**config.mk**
```make
export PLATFORM = sky130hd
export DESIGN_NAME = if_fetch_unit
export DESIGN_NICKNAME = d
export VERILOG_FILES = /design/src/rtl/if_fetch_unit.sv
export SDC_FILE = /design/constraint.sdc
export NUM_CORES = 1
export LEC_CHECK = 0
export CORE_ASPECT_RATIO = 0.75
export CORE_MARGIN = 4
export CORE_UTILIZATION = 55
export CTS_CLUSTER_SIZE = 14
export DETAILED_ROUTE_END_ITERATION = 6
export PLACE_DENSITY = 0.93
export SLEW_MARGIN = 20
export SYNTH_ARGS = -nofsm -noshare
export SYNTH_HDL_FRONTEND = slang
export SYNTH_SLANG_ARGS = --single-unit
```
**constraint.sdc**
```tcl
create_clock -name clk -period 8.4 [get_ports clk]
set_input_delay 2.52 -clock clk [delete_from_list [all_inputs] [get_ports clk]]
set_output_delay 2.52 -clock clk [all_outputs]
set_load 0.01 [all_outputs]
```
**src/rtl/if_fetch_unit.sv**
```systemverilog
// Instruction-fetch stage: gathers four little-endian bytes per instruction over the
// shared byte-wide RAM port and presents pc/instruction to decode through a one-word skid buffer.
module if_fetch_unit #(
    parameter logic [31:0] RESET_PC = 32'h0000_0000
) (
    input  logic        clk,
    input  logic        rst,
    input  logic        stall_in,
    input  logic        jump_in,
    input  logic [31:0] jump_addr_in,
    input  logic        mem_grant_in,
    input  logic [7:0]  mem_din_in,
    output logic [31:0] mem_a_out,
    output logic        mem_rd_en_out,
    output logic        inst_valid_out,
    output logic [31:0] pc_out,
    output logic [31:0] inst_out
);

    typedef enum logic {
        S_FETCH,
        S_WAIT
    } state_t;

    state_t      state;
    logic [31:0] fetch_pc;
    logic [2:0]  ic;
    logic [2:0]  rc;
    logic        pend;
    logic [23:0] byte_buf;
    logic [7:0]  last_byte;
    logic        live;
    logic        out_free;
    logic        issue;

    // live keeps the RAM port quiet (and at address 0) for the cycle following a reset edge
    always_comb begin
        mem_rd_en_out = live && (state == S_FETCH) && !ic[2];
        mem_a_out     = live ? fetch_pc + {29'b0, ic} : '0;
        out_free      = !inst_valid_out || !stall_in;
        issue         = mem_rd_en_out && mem_grant_in;
    end

    always_ff @(posedge clk) begin
        if (rst) begin
            state          <= S_FETCH;
            fetch_pc       <= RESET_PC;
            ic             <= '0;
            rc             <= '0;
            pend           <= 1'b0;
            byte_buf       <= '0;
            last_byte      <= '0;
            live           <= 1'b0;
            inst_valid_out <= 1'b0;
            pc_out         <= '0;
            inst_out       <= '0;
        end else begin
            live <= 1'b1;
            if (jump_in) begin
                // in-flight byte is dropped by clearing pend; pc_out/inst_out stay stale
                fetch_pc       <= jump_addr_in;
                ic             <= '0;
                rc             <= '0;
                pend           <= 1'b0;
                state          <= S_FETCH;
                inst_valid_out <= 1'b0;
            end else begin
                pend <= issue;
                if (issue)
                    ic <= ic + 3'd1;
                if (!stall_in)
                    inst_valid_out <= 1'b0;
                if (pend) begin
                    case (rc)
                        3'd0: begin byte_buf[7:0]   <= mem_din_in; rc <= 3'd1; end
                        3'd1: begin byte_buf[15:8]  <= mem_din_in; rc <= 3'd2; end
                        3'd2: begin byte_buf[23:16] <= mem_din_in; rc <= 3'd3; end
                        3'd3: begin
                            if (out_free) begin
                                inst_valid_out <= 1'b1;
                                pc_out         <= fetch_pc;
                                inst_out       <= {mem_din_in, byte_buf};
                                fetch_pc       <= fetch_pc + 32'd4;
                                ic             <= '0;
                                rc             <= '0;
                            end else begin
                                last_byte <= mem_din_in;
                                rc        <= 3'd4;
                                state     <= S_WAIT;
                            end
                        end
                        default: ;
                    endcase
                end
                if (state == S_WAIT && out_free) begin
                    inst_valid_out <= 1'b1;
                    pc_out         <= fetch_pc;
                    inst_out       <= {last_byte, byte_buf};
                    fetch_pc       <= fetch_pc + 32'd4;
                    ic             <= '0;
                    rc             <= '0;
                    state          <= S_FETCH;
                end
            end
        end
    end

endmodule

```
==> results.cfg, run 1 <==
[clocking]
cts_hold_buffers = 0
path_clk_slew_ps = 60
cts_resized = 0
cts-root-buf = clkbuf_16
cts_tree = built
clock_sinks = 138
h-tree-depth = 4
clockBufferDepth = 2
clkLatencyLatePin_ps = 420
postCtsSetupRepairBufs = 0
cts_buffers = 17

[synth]
synth_fa_ha_area_share_pct = 1.28
synth_top_family_by_area = simple AND/OR/NAND/NOR gates
synth-edff-count = 0
synthesis.area_um2 = 6430
synth-compound-area-share_pct = 8.04
syn_nets = 773
yosysTopAreaCell = dfxtp_1
ys_seq_area_share_pct = 43.0
synth_flop_cell = dfxtp_1
synthSimpleGateAreaFrac_pct = 21.2
synthCells = 722
synthMuxAreaShare_pct = 14.9
yosys_register_bits = 138
avgSynthCellArea_um2 = 8.90
yosys-top-cells-area = dfxtp_1, mux2i_1, nor2_1
synth_top_area_share_pct = 43.0
async_flop_share_pct = 0
yosys_warnings = 0
synthDistinctLibCells = 49
synth-xor-area-share_pct = 6.40

[routing]
drcViolationCount = 0
wirelength_um = 18200
routedWlPerCell_um = 18.3
vias_per_cell = 5.85
firstDrtPassIters = 5
vias = 5843
drtIter0Drc = 539
final_antenna_net_count = 0

[sta]
finalSetupViolations = 0
period_minus_slack_ps = 6000
rsz0062_at_grt = false
post-route-period-util_pct = 71.4
drv_slew = 0
fmax_ghz = 0.167
hold_violations = 0
fin_skew_ps = 7.77
slew_headroom_pct = 32.0
finalSetupTns_ps = 0
tightestPinTransition_ps = 1020

[placed_design]
io_buffer_count = 142
dp_hpwl_um = 12300
placed_area_um2 = 7800
globalplace.congestion = 0.869
dpl.cell_count = 965

[min_path]
hold_path_depth = 2
hold_start = byte_buf[17]
holdPathEnd = byte_buf[17]
hold_path_class = reg2reg

[finish]
fin_cells = 998
final_cell_mix = nor2_1, clkdlybuf4s50_1, dfxtp_1
final_util_pct = 74.8
fin_area_um2 = 8370
area_growth_pct = 30.1
drive_gt1_share_pct = 6.42
fillerInstances = 768
finalNetCount = 879
insertedDiodeCount = 0
layout_commonest_cell = nor2_1

[worst_setup_path]
cp_top_family = simple AND/OR/NAND/NOR gates
crit_chain = ha_1 -> inv_1 -> fa_1 -> nor2b_1 -> o2111ai_2 -> or3_1 -> a21oi_1 -> clkdlybuf4s50_1
worst-setup-path-type = reg2out
r2r-start = rc[1]
cp-end-kind = output port
crit_fanout = 14
regToRegSetupSlack_ps = 5200
slowest_delay_ps = 580
reg2reg_to = inst_out[5]
critPathRequiredTime_ps = 5880
worst-path-stages = 8
crit_path_start = ic[0]
cpMaxStageDelayCell = clkdlybuf4s50_1
cp.buffers_inverters = 2
worstPathArrival_ps = 3480
rr_worst_depth = 6
startpoint_type = flop

[die]
start_util_pct = 57.5
die_area_um2 = 13500
core_um2 = 11200
die_w_um = 133
ios = 143
rows = 33
die_h_um = 102

[grt]
grt_pass1_vias = 5653
overflow = 0
antenna_found_initial = 0
grt_pass1_wl_um = 28700
track_usage_pct = 26.7
grt_max_degree = 82

[run]
drv_cap = 0

[power]
cellLeakagePower_nw = 2.81
power_density_nw_per_um2 = 179
vdd_drop_max_uv = 162
power_mw = 1.50

[run_status]
status = finished clean
cells by family (layout without fill, tap and decap cells):
family | after synthesis | in the layout
flip-flops | 138 | 138
buffers and inverters | 71 | 190
multiplexers | 96 | 96
AND/OR/NAND/NOR | 285 | 285
adder cells (fa/ha/maj) | 6 | 6
AO/OA/AOI/OAI | 79 | 79
XOR/XNOR | 47 | 47
flip-flops by register name, summed over array words and instances, names as in the netlist:
signal / flops
state: 1
fetch_pc: 32
last_byte: 8
live: 1
pend: 1
inst_valid_out: 1
rc: 3
pc_out: 32
ic: 3
inst_out: 32
byte_buf: 24
report_power, final:
part           total [mW]  switching (mW)  internal, mW
registers           0.690          0.0237         0.666
clock network       0.700           0.313         0.387
logic               0.107          0.0536        0.0535
synthesized netlist by cell type, types with 7 or more instances:
library cell,n
or3_1,12
nor4_1,16
o21ai_0,14
buf_2,17
nor2_1,145
inv_1,9
nand3_1,19
mux2i_1,96
xor2_1,7
clkbuf_1,33
a21oi_1,22
xnor2_1,40
nand2_1,33
a211oi_1,23
dfxtp_1,138
nor3_1,21
through the flow:
step	worst slack, ps	hold slack, ps
4_1_cts	2220	471
5_1_grt	2190	483
6_report	2400	475
2_1_floorplan	3760	436
3_5_place_dp	2710	457
3_3_place_gp	2850	446
worst reg2reg max path, stage by stage, from the launching register on:
cell	delay, ps
dfxtp_1	640
and4b_1	400
o21ai_1	250
nor2_4	570
buf_4	810
mux2i_1	330
nor2_1	70
per-layer routing:
layer / routed length [um] / vias up / global-route usage (%)
met5: 0 / - / 0
met4: 521 / 0 / 12.3
met3: 1540 / 56 / 7.15
met2: 8340 / 274 / 42.6
met1: 7830 / 2794 / 34.1
li1: - / 2719 / -
worst max-delay path by stage:
stage / end / slack, ps
4_1_cts: mem_a_out[16] / 2220
6_report: mem_a_out[16] / 2400
5_1_grt: mem_a_out[30] / 2190
3_3_place_gp: mem_a_out[14] / 2850
2_1_floorplan: mem_a_out[10] / 3760
3_5_place_dp: mem_a_out[16] / 2710
final cells by class:
type                            count  area [um^2]  share of cell area (%)
Timing Repair Buffer              149         1470                    17.6
Clock inverter                     15          129                    1.54
Inverter                            9         33.8                   0.404
Multi-Input combinational cell    513         3350                    40.0
Sequential cell                   138         2760                    33.0
Tap cell                          157          196                    2.35
Clock buffer                       17          425                    5.09
Power figures use the tool's default switching activity.
==> run 2: changes to the inputs <==
--- a/config.mk
+++ b/config.mk
@@ -7,10 +7,10 @@
 export LEC_CHECK = 0
 export CORE_ASPECT_RATIO = 0.75
 export CORE_MARGIN = 4
-export CORE_UTILIZATION = 55
+export CORE_UTILIZATION = 51
 export CTS_CLUSTER_SIZE = 14
 export DETAILED_ROUTE_END_ITERATION = 6
-export PLACE_DENSITY = 0.93
+export PLACE_DENSITY = 0.88
 export SLEW_MARGIN = 20
 export SYNTH_ARGS = -nofsm -noshare
 export SYNTH_HDL_FRONTEND = slang
==> constraint.sdc (replaced) <==
create_clock -name clk -period 5.8 [get_ports clk]
set_input_delay 1.74 -clock clk [delete_from_list [all_inputs] [get_ports clk]]
set_output_delay 1.74 -clock clk [all_outputs]
set_load 0.01 [all_outputs]
==> results.cfg, run 2 (synthesis gave the netlist of run 1 again) <==
[die]
die_area_um2 = 14500
rows = 35
core_um2 = 12300
die_h_um = 105
start_util_pct = 52.2
die_w_um = 138
ios = 143

[worst_setup_path]
worst-setup-path-type = reg2out
rr_worst_depth = 6
regToRegSetupSlack_ps = 3080
startpoint_type = flop
critPathRequiredTime_ps = 4060
crit_path_start = ic[0]
worstPathArrival_ps = 3490
cp-end-kind = output port
endpoint = mem_a_out[30]
reg2reg_to = inst_out[18]
crit_fanout = 14
r2r-start = rc[1]

[routing]
final_antenna_net_count = 0
drcViolationCount = 0
drtIter0Drc = 413
wirelength_um = 17000
vias = 5566
vias_per_cell = 5.53
routedWlPerCell_um = 16.8
firstDrtPassIters = 5

[run]
drv_cap = 0

[finish]
insertedDiodeCount = 0
fillerInstances = 948
top_regs = fetch_pc (32), inst_out (32), pc_out (32)
fin_area_um2 = 8470
layout_commonest_cell = nor2_1
finalNetCount = 879
seqCellArea_um2 = 2760
final_cell_mix = nor2_1, clkdlybuf4s50_1, dfxtp_1
multiInputGateArea_um2 = 3350
area_growth_pct = 31.8
drive_gt1_share_pct = 6.42

[clocking]
cts_hold_buffers = 0
clockBufferDepth = 2
h-tree-depth = 4
postCtsSetupRepairBufs = 0
cts_resized = 0
cts_tree = built
cts_buffers = 17
clkLatencyLatePin_ps = 410
cts-root-buf = clkbuf_16
clock_sinks = 138
path_clk_slew_ps = 60

[sta]
drv_slew = 0
period_minus_slack_ps = 5230
hold_violations = 0
post-route-period-util_pct = 90.1
whs_ps = 458
slew_headroom_pct = 34.0
rsz0062_at_grt = false
tightestPinTransition_ps = 988
finalSetupViolations = 0
fmax_ghz = 0.191
fin_skew_ps = 10.5
finalSetupTns_ps = 0

[placed_design]
globalplace.congestion = 0.883
placed_area_um2 = 7840
dp_hpwl_um = 11500
io_buffer_count = 142

[power]
cellLeakagePower_nw = 2.85
vdd_drop_max_uv = 193
power_density_nw_per_um2 = 273

[grt]
grt_max_degree = 81
grt_pass1_vias = 5440
grt_pass1_wl_um = 27400
overflow = 0
antenna_found_initial = 0
track_usage_pct = 23.5

[min_path]
hold_path_depth = 2
hold_path_class = reg2reg

[run_status]
status = finished clean
[run 2: final cells by class]
| cell class | count | share of cell area (%) |
|---|---|---|
| clock buffer | 17 | 5.02 |
| clock inverter | 15 | 2.51 |
| inverter | 9 | 0.399 |
| multi-input combinational | 513 | 39.5 |
| sequential | 138 | 32.6 |
| tap | 166 | 2.45 |
| timing repair buffer | 149 | 17.5 |
[run 2: metal layers]
metal	vias up	GRT usage, %	share of wire [%]	wire [um]
met5	-	0	0	0
met4	0	6.91	1.6	278
met3	28	6.68	8.8	1490
met2	218	35.8	45	7580
met1	2598	32.3	45	7610
li1	2722	-	-	-
[run 2: worst min-delay path by stage]
stage	from	end	slack, ps
3_3_place_gp	byte_buf[18]	byte_buf[18]	450
3_5_place_dp	byte_buf[16]	byte_buf[16]	450
2_1_floorplan	byte_buf[16]	byte_buf[16]	440
4_1_cts	byte_buf[16]	byte_buf[16]	460
6_report	byte_buf[18]	byte_buf[18]	460
5_1_grt	byte_buf[17]	byte_buf[17]	490
[run 2: stage by stage]
step	std cells	power, mW	utilization, %	worst slack, ps
after global routing	1007	2.38	68.9	309
after detailed placement	975	1.17	63.7	1070
after CTS	1007	2.32	68.9	585
after floorplan	722	1.10	-	1940
after global placement	975	1.16	63.6	1010
final	1007	2.32	68.9	574
[run 2: critical path, stage by stage (launching register included)]
cell and delay [ps]:
dfxtp_1 380, ha_1 210, inv_1 60, fa_1 400
nor2b_1 340, o2111ai_2 430, nor4_1 480, xnor2_1 120
nor2_1 90, clkdlybuf4s50_1 550
[run 2: power breakdown]
group	switching (mW)	internal, mW
Combinational	0.0743	0.0773
Sequential	0.0330	0.965
Clock	0.437	0.729
